**src/rtl/ex_reg_pkg.sv**
```systemverilog
// Shared encodings and widths for the EX/MEM pipeline register.
package ex_reg_pkg;

  localparam int WORD_W     = 32;
  localparam int REG_ADDR_W = 5;

  typedef enum logic [3:0] {
    ALU_OP_NOP  = 4'h0,
    ALU_OP_AND  = 4'h1,
    ALU_OP_OR   = 4'h2,
    ALU_OP_XOR  = 4'h3,
    ALU_OP_ADDS = 4'h4,
    ALU_OP_ADDU = 4'h5,
    ALU_OP_SUBS = 4'h6,
    ALU_OP_SUBU = 4'h7,
    ALU_OP_SHRL = 4'h8,
    ALU_OP_SHLL = 4'h9
  } alu_op_e;

  typedef enum logic [1:0] {
    MEM_OP_NOP = 2'h0,
    MEM_OP_LDW = 2'h1,
    MEM_OP_STW = 2'h2
  } mem_op_e;

  typedef enum logic [1:0] {
    CTRL_OP_NOP  = 2'h0,
    CTRL_OP_WRCR = 2'h1,
    CTRL_OP_EXRT = 2'h2
  } ctrl_op_e;

  typedef enum logic [2:0] {
    EXP_NO_EXP     = 3'h0,
    EXP_EXT_INT    = 3'h1,
    EXP_UNDEF_INSN = 3'h2,
    EXP_OVERFLOW   = 3'h3,
    EXP_MISS_ALIGN = 3'h4,
    EXP_TRAP       = 3'h5,
    EXP_PRV_VIO    = 3'h6
  } exp_code_e;

  // Only the signed add/subtract opcodes can raise an overflow exception.
  function automatic logic is_signed_arith(input logic [3:0] op);
    return (op == ALU_OP_ADDS) || (op == ALU_OP_SUBS);
  endfunction

endpackage

```
**src/rtl/ex_reg_if.sv**
```systemverilog
// EX-stage payload going in and the registered MEM-stage payload coming out.
interface ex_reg_if #(
  parameter int WORD_W  = 32,
  parameter int OFCNT_W = 16
);

  logic              id_en;
  logic [WORD_W-1:0] id_pc;
  logic [3:0]        id_alu_op;
  logic [WORD_W-1:0] alu_out;
  logic              alu_of;
  logic              id_br_flag;
  logic [1:0]        id_mem_op;
  logic [WORD_W-1:0] id_mem_wr_data;
  logic [1:0]        id_ctrl_op;
  logic [4:0]        id_dst_addr;
  logic              id_gpr_we_;
  logic [2:0]        id_exp_code;

  logic               ex_en;
  logic [WORD_W-1:0]  ex_pc;
  logic [WORD_W-1:0]  ex_out;
  logic               ex_br_flag;
  logic [1:0]         ex_mem_op;
  logic [WORD_W-1:0]  ex_mem_wr_data;
  logic [1:0]         ex_ctrl_op;
  logic [4:0]         ex_dst_addr;
  logic               ex_gpr_we_;
  logic [2:0]         ex_exp_code;
  logic [WORD_W-1:0]  fwd_data;
  logic [OFCNT_W-1:0] ofcnt;

  modport master (
    output id_en, id_pc, id_alu_op, alu_out, alu_of, id_br_flag, id_mem_op,
           id_mem_wr_data, id_ctrl_op, id_dst_addr, id_gpr_we_, id_exp_code,
    input  ex_en, ex_pc, ex_out, ex_br_flag, ex_mem_op, ex_mem_wr_data,
           ex_ctrl_op, ex_dst_addr, ex_gpr_we_, ex_exp_code, fwd_data, ofcnt
  );

  modport slave (
    input  id_en, id_pc, id_alu_op, alu_out, alu_of, id_br_flag, id_mem_op,
           id_mem_wr_data, id_ctrl_op, id_dst_addr, id_gpr_we_, id_exp_code,
    output ex_en, ex_pc, ex_out, ex_br_flag, ex_mem_op, ex_mem_wr_data,
           ex_ctrl_op, ex_dst_addr, ex_gpr_we_, ex_exp_code, fwd_data, ofcnt
  );

endinterface

```
**src/rtl/ex_reg_ofcnt.sv**
```systemverilog
// Saturating debug counter of overflow exceptions; stall holds it, clr zeroes it.
module ex_ofcnt #(
  parameter int OFCNT_W = 16
) (
  input  logic               clk,
  input  logic               reset,
  input  logic               stall,
  input  logic               clr,
  input  logic               inc,
  output logic [OFCNT_W-1:0] cnt
);

  // Count overflow events, sticking at all-ones; clear beats increment.
  always_ff @(posedge clk or posedge reset) begin
    if (reset) begin
      cnt <= '0;
    end else if (!stall) begin
      if (clr) begin
        cnt <= '0;
      end else if (inc && (cnt != '1)) begin
        cnt <= cnt + 1'b1;
      end
    end
  end

endmodule

```
**src/rtl/ex_reg.sv**
```systemverilog
// EX/MEM pipeline register: registers the ALU result and EX payload, turns a
// signed overflow into an exception, and inserts bubbles on flush/interrupt.
module ex_reg
  import ex_reg_pkg::*;
#(
  parameter int WORD_W  = ex_reg_pkg::WORD_W,
  parameter int OFCNT_W = 16
) (
  input  logic        clk,
  input  logic        reset,
  input  logic        stall,
  input  logic        flush,
  input  logic        int_detect,
  input  logic        ofcnt_clr,
  ex_reg_if.slave     bus
);

  logic bubble;
  logic ovf;
  logic raise;

  logic       en_p0;
  logic       br_p0;
  logic [1:0] mem_op_p0;
  logic [1:0] ctrl_op_p0;
  logic       gpr_we_p0;
  logic [2:0] exp_code_p0;

  logic              en_p1;
  logic [WORD_W-1:0] pc_p1;
  logic [WORD_W-1:0] out_p1;
  logic              br_p1;
  logic [1:0]        mem_op_p1;
  logic [WORD_W-1:0] mem_wr_data_p1;
  logic [1:0]        ctrl_op_p1;
  logic [4:0]        dst_addr_p1;
  logic              gpr_we_p1;
  logic [2:0]        exp_code_p1;

  logic [OFCNT_W-1:0] ofcnt;

  assign bubble = flush | int_detect;
  assign ovf    = bus.id_en & bus.alu_of & is_signed_arith(bus.id_alu_op);
  // An upstream exception already owns this instruction, so overflow is dropped.
  assign raise  = ovf & (bus.id_exp_code == EXP_NO_EXP);

  // Select the control fields to load: bubble, overflow kill, or pass-through.
  always_comb begin
    en_p0       = bus.id_en;
    br_p0       = bus.id_br_flag;
    mem_op_p0   = bus.id_mem_op;
    ctrl_op_p0  = bus.id_ctrl_op;
    gpr_we_p0   = bus.id_gpr_we_;
    exp_code_p0 = bus.id_exp_code;
    if (bubble) begin
      en_p0       = 1'b0;
      br_p0       = 1'b0;
      mem_op_p0   = MEM_OP_NOP;
      ctrl_op_p0  = CTRL_OP_NOP;
      gpr_we_p0   = 1'b1;
      exp_code_p0 = EXP_NO_EXP;
    end else if (raise) begin
      br_p0       = 1'b0;
      mem_op_p0   = MEM_OP_NOP;
      ctrl_op_p0  = CTRL_OP_NOP;
      gpr_we_p0   = 1'b1;
      exp_code_p0 = EXP_OVERFLOW;
    end
  end

  // EX -> MEM stage boundary; stall freezes everything.
  always_ff @(posedge clk or posedge reset) begin
    if (reset) begin
      en_p1          <= 1'b0;
      pc_p1          <= '0;
      out_p1         <= '0;
      br_p1          <= 1'b0;
      mem_op_p1      <= MEM_OP_NOP;
      mem_wr_data_p1 <= '0;
      ctrl_op_p1     <= CTRL_OP_NOP;
      dst_addr_p1    <= '0;
      gpr_we_p1      <= 1'b1;
      exp_code_p1    <= EXP_NO_EXP;
    end else if (!stall) begin
      en_p1          <= en_p0;
      pc_p1          <= bus.id_pc;
      out_p1         <= bus.alu_out;
      br_p1          <= br_p0;
      mem_op_p1      <= mem_op_p0;
      mem_wr_data_p1 <= bus.id_mem_wr_data;
      ctrl_op_p1     <= ctrl_op_p0;
      dst_addr_p1    <= bus.id_dst_addr;
      gpr_we_p1      <= gpr_we_p0;
      exp_code_p1    <= exp_code_p0;
    end
  end

  ex_ofcnt #(
    .OFCNT_W(OFCNT_W)
  ) u_ofcnt (
    .clk  (clk),
    .reset(reset),
    .stall(stall),
    .clr  (ofcnt_clr),
    .inc  (raise & ~bubble),
    .cnt  (ofcnt)
  );

  assign bus.ex_en          = en_p1;
  assign bus.ex_pc          = pc_p1;
  assign bus.ex_out         = out_p1;
  assign bus.ex_br_flag     = br_p1;
  assign bus.ex_mem_op      = mem_op_p1;
  assign bus.ex_mem_wr_data = mem_wr_data_p1;
  assign bus.ex_ctrl_op     = ctrl_op_p1;
  assign bus.ex_dst_addr    = dst_addr_p1;
  assign bus.ex_gpr_we_     = gpr_we_p1;
  assign bus.ex_exp_code    = exp_code_p1;
  assign bus.fwd_data       = bus.alu_out;
  assign bus.ofcnt          = ofcnt;

endmodule
```
**src/flat_wrapper.sv**
```systemverilog
// flat-port wrapper written by rule: the top's interface ports become plain ports
module ex_reg_flat import ex_reg_pkg::*;
#(
  parameter int WORD_W  = ex_reg_pkg::WORD_W,
  parameter int OFCNT_W = 16
)
  (clk, reset, stall, flush, int_detect, ofcnt_clr, bus_id_en, bus_id_pc, bus_id_alu_op, bus_alu_out, bus_alu_of, bus_id_br_flag, bus_id_mem_op, bus_id_mem_wr_data, bus_id_ctrl_op, bus_id_dst_addr, bus_id_gpr_we_, bus_id_exp_code, bus_ex_en, bus_ex_pc, bus_ex_out, bus_ex_br_flag, bus_ex_mem_op, bus_ex_mem_wr_data, bus_ex_ctrl_op, bus_ex_dst_addr, bus_ex_gpr_we_, bus_ex_exp_code, bus_fwd_data, bus_ofcnt);
  ex_reg_if #(.WORD_W(WORD_W), .OFCNT_W(OFCNT_W)) bus_i ();
  input  logic clk;
  input  logic reset;
  input  logic stall;
  input  logic flush;
  input  logic int_detect;
  input  logic ofcnt_clr;
  input wire logic [$bits(bus_i.id_en)-1:0] bus_id_en;
  input wire logic [$bits(bus_i.id_pc)-1:0] bus_id_pc;
  input wire logic [$bits(bus_i.id_alu_op)-1:0] bus_id_alu_op;
  input wire logic [$bits(bus_i.alu_out)-1:0] bus_alu_out;
  input wire logic [$bits(bus_i.alu_of)-1:0] bus_alu_of;
  input wire logic [$bits(bus_i.id_br_flag)-1:0] bus_id_br_flag;
  input wire logic [$bits(bus_i.id_mem_op)-1:0] bus_id_mem_op;
  input wire logic [$bits(bus_i.id_mem_wr_data)-1:0] bus_id_mem_wr_data;
  input wire logic [$bits(bus_i.id_ctrl_op)-1:0] bus_id_ctrl_op;
  input wire logic [$bits(bus_i.id_dst_addr)-1:0] bus_id_dst_addr;
  input wire logic [$bits(bus_i.id_gpr_we_)-1:0] bus_id_gpr_we_;
  input wire logic [$bits(bus_i.id_exp_code)-1:0] bus_id_exp_code;
  output wire logic [$bits(bus_i.ex_en)-1:0] bus_ex_en;
  output wire logic [$bits(bus_i.ex_pc)-1:0] bus_ex_pc;
  output wire logic [$bits(bus_i.ex_out)-1:0] bus_ex_out;
  output wire logic [$bits(bus_i.ex_br_flag)-1:0] bus_ex_br_flag;
  output wire logic [$bits(bus_i.ex_mem_op)-1:0] bus_ex_mem_op;
  output wire logic [$bits(bus_i.ex_mem_wr_data)-1:0] bus_ex_mem_wr_data;
  output wire logic [$bits(bus_i.ex_ctrl_op)-1:0] bus_ex_ctrl_op;
  output wire logic [$bits(bus_i.ex_dst_addr)-1:0] bus_ex_dst_addr;
  output wire logic [$bits(bus_i.ex_gpr_we_)-1:0] bus_ex_gpr_we_;
  output wire logic [$bits(bus_i.ex_exp_code)-1:0] bus_ex_exp_code;
  output wire logic [$bits(bus_i.fwd_data)-1:0] bus_fwd_data;
  output wire logic [$bits(bus_i.ofcnt)-1:0] bus_ofcnt;
  assign bus_i.id_en = bus_id_en;
  assign bus_i.id_pc = bus_id_pc;
  assign bus_i.id_alu_op = bus_id_alu_op;
  assign bus_i.alu_out = bus_alu_out;
  assign bus_i.alu_of = bus_alu_of;
  assign bus_i.id_br_flag = bus_id_br_flag;
  assign bus_i.id_mem_op = bus_id_mem_op;
  assign bus_i.id_mem_wr_data = bus_id_mem_wr_data;
  assign bus_i.id_ctrl_op = bus_id_ctrl_op;
  assign bus_i.id_dst_addr = bus_id_dst_addr;
  assign bus_i.id_gpr_we_ = bus_id_gpr_we_;
  assign bus_i.id_exp_code = bus_id_exp_code;
  assign bus_ex_en = bus_i.ex_en;
  assign bus_ex_pc = bus_i.ex_pc;
  assign bus_ex_out = bus_i.ex_out;
  assign bus_ex_br_flag = bus_i.ex_br_flag;
  assign bus_ex_mem_op = bus_i.ex_mem_op;
  assign bus_ex_mem_wr_data = bus_i.ex_mem_wr_data;
  assign bus_ex_ctrl_op = bus_i.ex_ctrl_op;
  assign bus_ex_dst_addr = bus_i.ex_dst_addr;
  assign bus_ex_gpr_we_ = bus_i.ex_gpr_we_;
  assign bus_ex_exp_code = bus_i.ex_exp_code;
  assign bus_fwd_data = bus_i.fwd_data;
  assign bus_ofcnt = bus_i.ofcnt;
  ex_reg #(.WORD_W(WORD_W), .OFCNT_W(OFCNT_W)) u_core (.clk(clk), .reset(reset), .stall(stall), .flush(flush), .int_detect(int_detect), .ofcnt_clr(ofcnt_clr), .bus(bus_i));
endmodule
```
**config.mk**
```make
export PLATFORM = sky130hd
export DESIGN_NAME = ex_reg_flat
export DESIGN_NICKNAME = d
export VERILOG_FILES = /design/src/rtl/ex_reg_pkg.sv /design/src/rtl/ex_reg_if.sv /design/src/rtl/ex_reg_ofcnt.sv /design/src/rtl/ex_reg.sv /design/src/flat_wrapper.sv
export SDC_FILE = /design/constraint.sdc
export NUM_CORES = 1
export LEC_CHECK = 0
export BUFFER_PORTS_ARGS = -buffer_cell sky130_fd_sc_hd__buf_2
export CAP_MARGIN = 10
export CORE_MARGIN = 1
export CORE_UTILIZATION = 46
export DETAILED_ROUTE_END_ITERATION = 10
export GPL_TIMING_DRIVEN = 0
export PLACE_DENSITY = 0.78
export SETUP_SLACK_MARGIN = 0.05
export SKIP_CTS_REPAIR_TIMING = 1
export SLEW_MARGIN = 5
export SYNTH_ARGS = -nofsm -noshare
export SYNTH_HDL_FRONTEND = slang
export SYNTH_SLANG_ARGS = --single-unit
export TNS_END_PERCENT = 20
```
**constraint.sdc**
```tcl
create_clock -name clk -period 4.2 [get_ports clk]
set_input_delay 0 -clock clk [delete_from_list [all_inputs] [get_ports clk]]
set_output_delay 0 -clock clk [all_outputs]
set_load 0.01 [all_outputs]
```
==> results of run 1 <==
[critical path, cell delays in order (launching register included)]
cell and delay [ns]:
dfrtp_1 0.44, ha_1 0.27, and3_1 0.24, and4_4 0.21, buf_6 0.14, o311ai_0 0.37, o311ai_0 0.24
[sequential cells by signal, summed over array words and instances (netlist names), 2 cells and up]
| name | flops |
|---|---|
| u_core.bus.ex_ctrl_op | 2 |
| u_core.bus.ex_dst_addr | 5 |
| u_core.bus.ex_exp_code | 3 |
| u_core.bus.ex_mem_op | 2 |
| u_core.bus.ex_mem_wr_data | 32 |
| u_core.bus.ex_out | 32 |
| u_core.bus.ex_pc | 32 |
| u_core.u_ofcnt.cnt | 16 |
[cell type report]
type                       count  area (um^2)
fill                         665         2730
timing repair buffer         394         2570
clock inverter                12         87.6
antenna                        1         2.50
multi-input combinational    228         1960
clock buffer                  20          457
inverter                      11         46.3
tap                          143          179
buffer                        54          363
sequential                   127         3180
[power by group]
| group | internal (mW) | switching (mW) |
|---|---|---|
| clock network | 0.785 | 0.559 |
| logic | 0.322 | 0.276 |
| registers | 1.34 | 0.0792 |
| total | 2.45 | 0.914 |
[stage by stage]
step	util, %	setup WS (ns)	cell area (um^2)
3_5_place_dp	61.8	2.20	7140
5_1_grt	76.4	2.08	8840
3_3_place_gp	61.5	-0.413	7110
4_1_cts	66.5	2.18	7690
6_report	76.4	2.13	8840
2_1_floorplan	-	0.817	5540
[kinds of logic after synthesis]
family	after synthesis	synth area share, %
adders and majority gates	1	0.226
buffers and inverters	65	7.30
and+or+nand+nor	86	8.74
AOI/OAI and AO/OA	40	5.81
DFF	127	57.4
muxes	101	20.5
[placed cells by master, fill, tap and decap left out, types with 3 or more instances in the layout]
cell and count:
o311ai_1 5, buf_2 283, nor3_1 4, and3_1 3, and2_1 3, dlygate4sd3_1 115, o311ai_0 11, dfrtp_1 126
o21ai_0 6, nand3_1 9, or3_1 6, mux2_2 101, nand4_1 12, buf_4 34, nor2b_1 3, nor2_1 8
a41o_1 3, clkbuf_16 17, nand2_1 25, clkinvlp_4 5, clkbuf_1 11, a22o_1 5, inv_6 3, clkinv_2 3
nor4_1 3, inv_1 10
[synthesized netlist by cell type, types with 4 or more instances]
| library cell | number | share of area [%] |
|---|---|---|
| mux2_2 | 101 | 21 |
| a22o_1 | 5 | 0.79 |
| nor2_1 | 8 | 0.54 |
| clkbuf_1 | 10 | 0.68 |
| buf_2 | 5 | 0.45 |
| nand2_1 | 25 | 1.7 |
| nand3_1 | 9 | 0.81 |
| o311ai_1 | 5 | 0.79 |
| buf_4 | 34 | 4.6 |
| nand4_1 | 12 | 1.4 |
| nor3_1 | 4 | 0.36 |
| dfrtp_1 | 126 | 57 |
| o311ai_0 | 11 | 1.7 |
| o21ai_0 | 6 | 0.54 |
| or3_1 | 6 | 0.68 |
| inv_1 | 11 | 0.75 |
[worst max path at each step]
stage	start	slack, ns	end	cells after the start
floorplan	reset	0.82	u_core.bus.ex_br_flag	1
detailed placement	u_core.u_ofcnt.cnt[0]	2.20	u_core.u_ofcnt.cnt[9]	6
global placement	reset	-0.41	u_core.u_ofcnt.cnt[9]	2
CTS	u_core.u_ofcnt.cnt[0]	2.18	u_core.u_ofcnt.cnt[9]	6
global route	u_core.u_ofcnt.cnt[1]	2.08	u_core.u_ofcnt.cnt[9]	6
finish	u_core.u_ofcnt.cnt[0]	2.13	u_core.u_ofcnt.cnt[9]	6
[per-layer routing]
metal	up-vias	GRT usage [%]
met5	-	0
met4	0	10.5
met3	41	7.29
met2	247	44.6
met1	2530	27.0
li1	2328	-
==> results.md, run 1 <==
- Power consumption: 3.36 mW
- Die Span Y: 112 um
- Gate count after technology mapping: 420
- Maximum clock path buffer count: 2
- Status: finished with violations
- Cell Rows: 39
- Count of final max-slew check failures: 0
- Total of buffers placed on input and output ports: 278
- Iteration count of the initial detailed-routing pass: 8
- Met3 wirelength from detailed routing: 1.12 mm
- Startpoint of the worst-slack reg-to-reg timing path: u_core.u_ofcnt.cnt[0]
- Top_reg_cell synth: dfrtp_1
- Startpoint kind of the worst setup timing path: register
- Io pins: 281
- Via count of the first global-routing pass: 4729
- Placed wire-length estimate after detailed placement: 10.9 mm
- Final hold slack: -0.0447 ns
- Worst min-delay path endpoint: u_core.bus.ex_exp_code[1]
- Number of warning messages in the yosys log: 0
- Transition time of the tightest slew-check pin: 1.09 ns
- Residual DRC count: 26
- Clock Sink Count: 127
- Data required, critical path: 4.45 ns
- Sequential-to-total area share from yosys stat: 57.4%
- Initial antenna violation count: 0
- Worst Path Class, Setup: register to register
- Largest fanout on the critical path: 10
- Leakage power of the design: 4.26 nW
- Uppermost metal layer occupied by signal nets: met4
- Post-synthesis cell area: 5540 um^2
- Depth of the most critical reg-to-reg path: 6
- Critical Path End Type: register
- Final count of hold timing violations: 2
- Starting Density: 47.9%
- Growth of design area from synthesis to finish: 59.6%
- Clock latency of the later-clocked register in the worst-skew pair: 0.42 ns
- Violations in the final reports: design-rule violations, negative hold slack
- NumNets Final: 956
- Total wirelength of the detailed-routed design: 18.1 mm
- RD Place Congestion: 0.860
- Power density of the placed cells: 380 nW/um^2
- Number of flops mapped to enable cells by yosys: 0
- Clock root buffer master: clkbuf_16
- Floorplan die area: 12500 um^2
- Number of stages on the worst hold path: 3
- Synth unique cells: 38
- Non-filler cells, final: 990
- Fraction of registers with async set or reset after synthesis: 100%
- Synthesized area divided by synthesized cell count: 13.2 um^2
- Detailed-route wire length per cell: 18.2 um
- Remaining antenna violation count after routing: 0
- Data arrival time of the critical path: 2.33 ns
- Start point of the worst hold path: bus_id_exp_code[1]
- Standard cell core area: 11600 um^2
- Maximum frequency from static timing analysis: 482 MHz
- Starting DRC count in detailed routing: 230
- Synthesized netlist net count: 543
- Wire length of the first global-routing pass: 23.7 mm
- Detailed-route vias per instance: 5.20
- Final setup violating endpoints: 0
- Worst R2R Setup Slack: 2.13 ns
- RR Endpoint: u_core.u_ofcnt.cnt[9]
- Number of H-tree levels: 4
- Clock period minus worst slack: 2.07 ns
- Largest net degree at the start of global routing: 71
- Met2 layer wire length in the routed design: 9.88 mm
- Overflow left after global routing: 0
- Inserted Clock Buffers: 17
- Final sum of negative setup slack: 0 ns
- Routed length on met1: 6.58 mm
- Max Cap Viol: 0
- Hold WC Path Type: input port to register
- Total vias in the final route: 5146
- Flops & latches, synth: 127
- Fraction of final layout cells with drive strength greater than 1: 54.6%
- Normalized max-slew margin: 26.8%
- Width of the die: 112 um
- CTS tree: yes
- Peak supply drop: 0.246 mV
- Post-Route Skew: 0.00329 ns
- Clock transition at the register clock pins on the worst setup and hold paths after CTS: 0.05 ns
- Fin crit share: 49.4%
- All-layer global routing usage: 24.7%
- Number of placed cells counting well taps: 842
- Unrepaired setup endpoints after global routing: no
(Power assumes the default switching activity.)
==> inputs of run 2 (changes only) <==
--- a/config.mk
+++ b/config.mk
@@ -8,10 +8,10 @@
 export BUFFER_PORTS_ARGS = -buffer_cell sky130_fd_sc_hd__buf_2
 export CAP_MARGIN = 10
 export CORE_MARGIN = 1
-export CORE_UTILIZATION = 46
+export CORE_UTILIZATION = 41
 export DETAILED_ROUTE_END_ITERATION = 10
 export GPL_TIMING_DRIVEN = 0
-export PLACE_DENSITY = 0.78
+export PLACE_DENSITY = 0.73
 export SETUP_SLACK_MARGIN = 0.05
 export SKIP_CTS_REPAIR_TIMING = 1
 export SLEW_MARGIN = 5
==> constraint.sdc (replaced) <==
create_clock -name clk -period 1.8 [get_ports clk]
set_input_delay 0 -clock clk [delete_from_list [all_inputs] [get_ports clk]]
set_output_delay 0 -clock clk [all_outputs]
set_load 0.01 [all_outputs]
==> run 2 against run 1 <==
  * Combinational power rose by 150%
  * Sequential power increased by 130%
  * First-iteration DRC count up 41%
  * Maximum frequency grew 16%
  * Via count increased by 2.0%
  * Routed wire length increased by 2.2%
  * Clock power increased to 2.7 times the previous value
  * Die area rose by 12%
  * Power grew to 2.5 times the previous value
  * The flow now finishes without violations
  * Worst hold slack improved by 0.049 ns
  * Sequential share of layout area down 1.1 points
==> results.md, run 2 (synthesized netlist as in run 1, its figures left out) <==
- Via count of the first global-routing pass: 4690 (-0.82%)
- Sequential fraction of design power: 39.1% (-3.1 points)
- Transition time of the tightest slew-check pin: 1.04 ns (-0.0492 ns)
- Clock Sink Count: 127 (unchanged)
- Overflow left after global routing: 0 (unchanged)
- Total wirelength of the detailed-routed design: 18.5 mm (+2.2%)
- Inserted Clock Buffers: 17 (unchanged)
- All-layer global routing usage: 21.5% (-3.3 points)
- DP Area: 7210 um^2 (+1.0%)
- # diodes: 0 (-1)
- Data required, critical path: 2.12 ns (-2.33 ns)
- Leakage power of the design: 4.38 nW (+2.8%)
- Io pins: 281 (unchanged)
- Peak supply drop: 0.638 mV (+160%)
- Final hold slack: 0.00402 ns (+0.0488 ns)
- Max Cap Viol: 0 (unchanged)
- Final cell area excluding filler cells: 9140 um^2 (+3.3%)
- Clock period minus worst slack: 1.79 ns (-0.284 ns)
- Startpoint kind of the worst setup timing path: register
- CTS tree: yes
- Largest net degree at the start of global routing: 39 (-45%)
- Clock transition at the register clock pins on the worst setup and hold paths after CTS: 0.06 ns (about the same)
- RR Endpoint: u_core.u_ofcnt.cnt[6]
- Normalized max-slew margin: 30.1% (+3.3 points)
- Critical path capture point: u_core.u_ofcnt.cnt[6]
- Fin crit share: 99.5% (+50 points)
- Unrepaired setup endpoints after global routing: yes
- Width of the die: 118 um (+5.8%)
- Total vias in the final route: 5251 (+2.0%)
- Worst R2R Setup Slack: 0.01 ns (-2.12 ns)
- Switching Power: 2.11 mW (+130%)
- Utilization of the core after routing: 69.3% (-7.2 points)
- Count of final max-slew check failures: 0 (unchanged)
- Final sum of negative setup slack: 0 ns (unchanged)
- Status: complete, no violations
- Floorplan die area: 14000 um^2 (+12%)
- Starting DRC count in detailed routing: 324 (+41%)
- Starting Density: 42.0% (-5.9 points)
- Number of H-tree levels: 4 (unchanged)
- NumNets Final: 969 (+1.4%)
- Clock latency of the later-clocked register in the worst-skew pair: 0.41 ns (about the same)
- Final setup violating endpoints: 0 (unchanged)
- Wire length of the first global-routing pass: 23.4 mm (-1.4%)
- Final count of hold timing violations: 0 (-2)
- Standard cell core area: 13200 um^2 (+14%)
- Most used cells in the layout excluding fill and tap cells: buf_2, dfrtp_1, dlygate4sd3_1
- Power density of the placed cells: 925 nW/um^2 (+140%)
- RD Place Congestion: 0.868 (+1.0%)
- Detailed-route wire length per cell: 17.8 um (-2.3%)
- Total of buffers placed on input and output ports: 278 (unchanged)
- Fraction of final layout cells with drive strength greater than 1: 56.8% (+2.2 points)
- Die Span Y: 118 um (+5.8%)
- Critical Path Start: u_core.u_ofcnt.cnt[0]
- Internal Pwr Total: 6.34 mW (+160%)
- Startpoint of the worst-slack reg-to-reg timing path: u_core.u_ofcnt.cnt[0]
- Remaining antenna violation count after routing: 0 (unchanged)
- Critical Path End Type: register
- Number of placed cells counting well taps: 877 (+4.2%)
- Detailed-route vias per instance: 5.07 (-2.4%)
- Share of power burned in the clock network: 43.5% (+3.5 points)
- Worst Path Class, Setup: register to register
- Fraction of power consumed by combinational cells: 17.4% (-0.4 points)
- Depth of the most critical reg-to-reg path: 6 (unchanged)
- Maximum clock path buffer count: 2 (unchanged)
- Largest fanout on the critical path: 7 (-3)
- Data arrival time of the critical path: 2.11 ns (-0.22 ns)
- Initial antenna violation count: 0 (unchanged)
- Residual DRC count: 0 (-100%)
- Iteration count of the initial detailed-routing pass: 4 (-4)
- Post-Route Skew: 0.00771 ns (+0.00442 ns)
- Start point of the worst hold path: flush
- Growth of design area from synthesis to finish: 64.9%
- Number of fill cells in the layout: 908 (+37%)
- Cell Rows: 42 (+7.7%)
- Clock root buffer master: clkbuf_16
- Non-filler cells, final: 1035 (+4.5%)
- Switch share: 24.9% (-2.2 points)
- Maximum frequency from static timing analysis: 559 MHz (+16%)
- Leading cell type in the layout, fill and taps excluded: buf_2
- Hold WC Path Type: input port to register
- Placed wire-length estimate after detailed placement: 11.1 mm (+1.3%)
-- run 2: cell count changes in the layout (fill, tap and decap cells not counted), sizes merged --
cell	change
inv	-3
clkinvlp	-3
clkinv	+1
bufinv	+4
clkbuf	+1
diode	-1
buf	+13
-- run 2: worst min path at each step --
stage	slack, ns	cells past startpoint	end
floorplan	0.09	2	u_core.bus.ex_gpr_we_
detailed placement	0.13	2	u_core.bus.ex_mem_wr_data[5]
global placement	0.21	3	u_core.bus.ex_gpr_we_
global route	0.04	3	u_core.bus.ex_mem_op[1]
CTS	-0.31	2	u_core.bus.ex_out[30]
finish	0.004	3	u_core.bus.ex_gpr_we_
-- run 2: stage by stage --
stage / total power [mW] / setup WS, ns
floorplan: 3.91 / -0.0922
global placement: 4.44 / -0.475
detailed placement: 4.51 / -0.189
CTS: 8.17 / -0.204
global route: 8.78 / -0.0274
finish: 8.45 / 0.00959
-- run 2: power by group through the flow --
stage          Sequential (mW)  Clock (mW)  Combinational, mW
3_5_place_dp              3.33           0               1.18
5_1_grt                   3.33        3.88               1.57
2_1_floorplan             3.45           0              0.464
3_3_place_gp              3.32           0               1.12
6_report                  3.30        3.68               1.47
4_1_cts                   3.29        3.70               1.18
-- run 2: worst max-delay path: stages (launching register included) --
cell and delay (ns):
dfrtp_2 0.43, ha_4 0.17, and3_4 0.19, and4_4 0.19, buf_6 0.13, or4b_4 0.49
o311ai_4 0.09
-- run 2: cell type report --
type	instances	area, um^2	area share, %
flip-flops and latches	127	3190	34.9
repair buffers	407	2680	29.4
multi-input cells	228	2000	21.9
clock buffers	21	470	5.15
plain buffers	54	363	3.97
well taps	176	220	2.41
clock inverters	11	161	1.77
inverters	11	45.0	0.493
-- run 2: per-layer routing --
metal	up-vias	routed length (um)	part of all wire, %	GRT usage (%)
met1	2592	6760	37	23.9
met5	-	0	0	0
met2	253	9910	54	38.0
met4	0	609	3.3	9.46
met3	56	1180	6.4	6.23
li1	2350	-	-	-
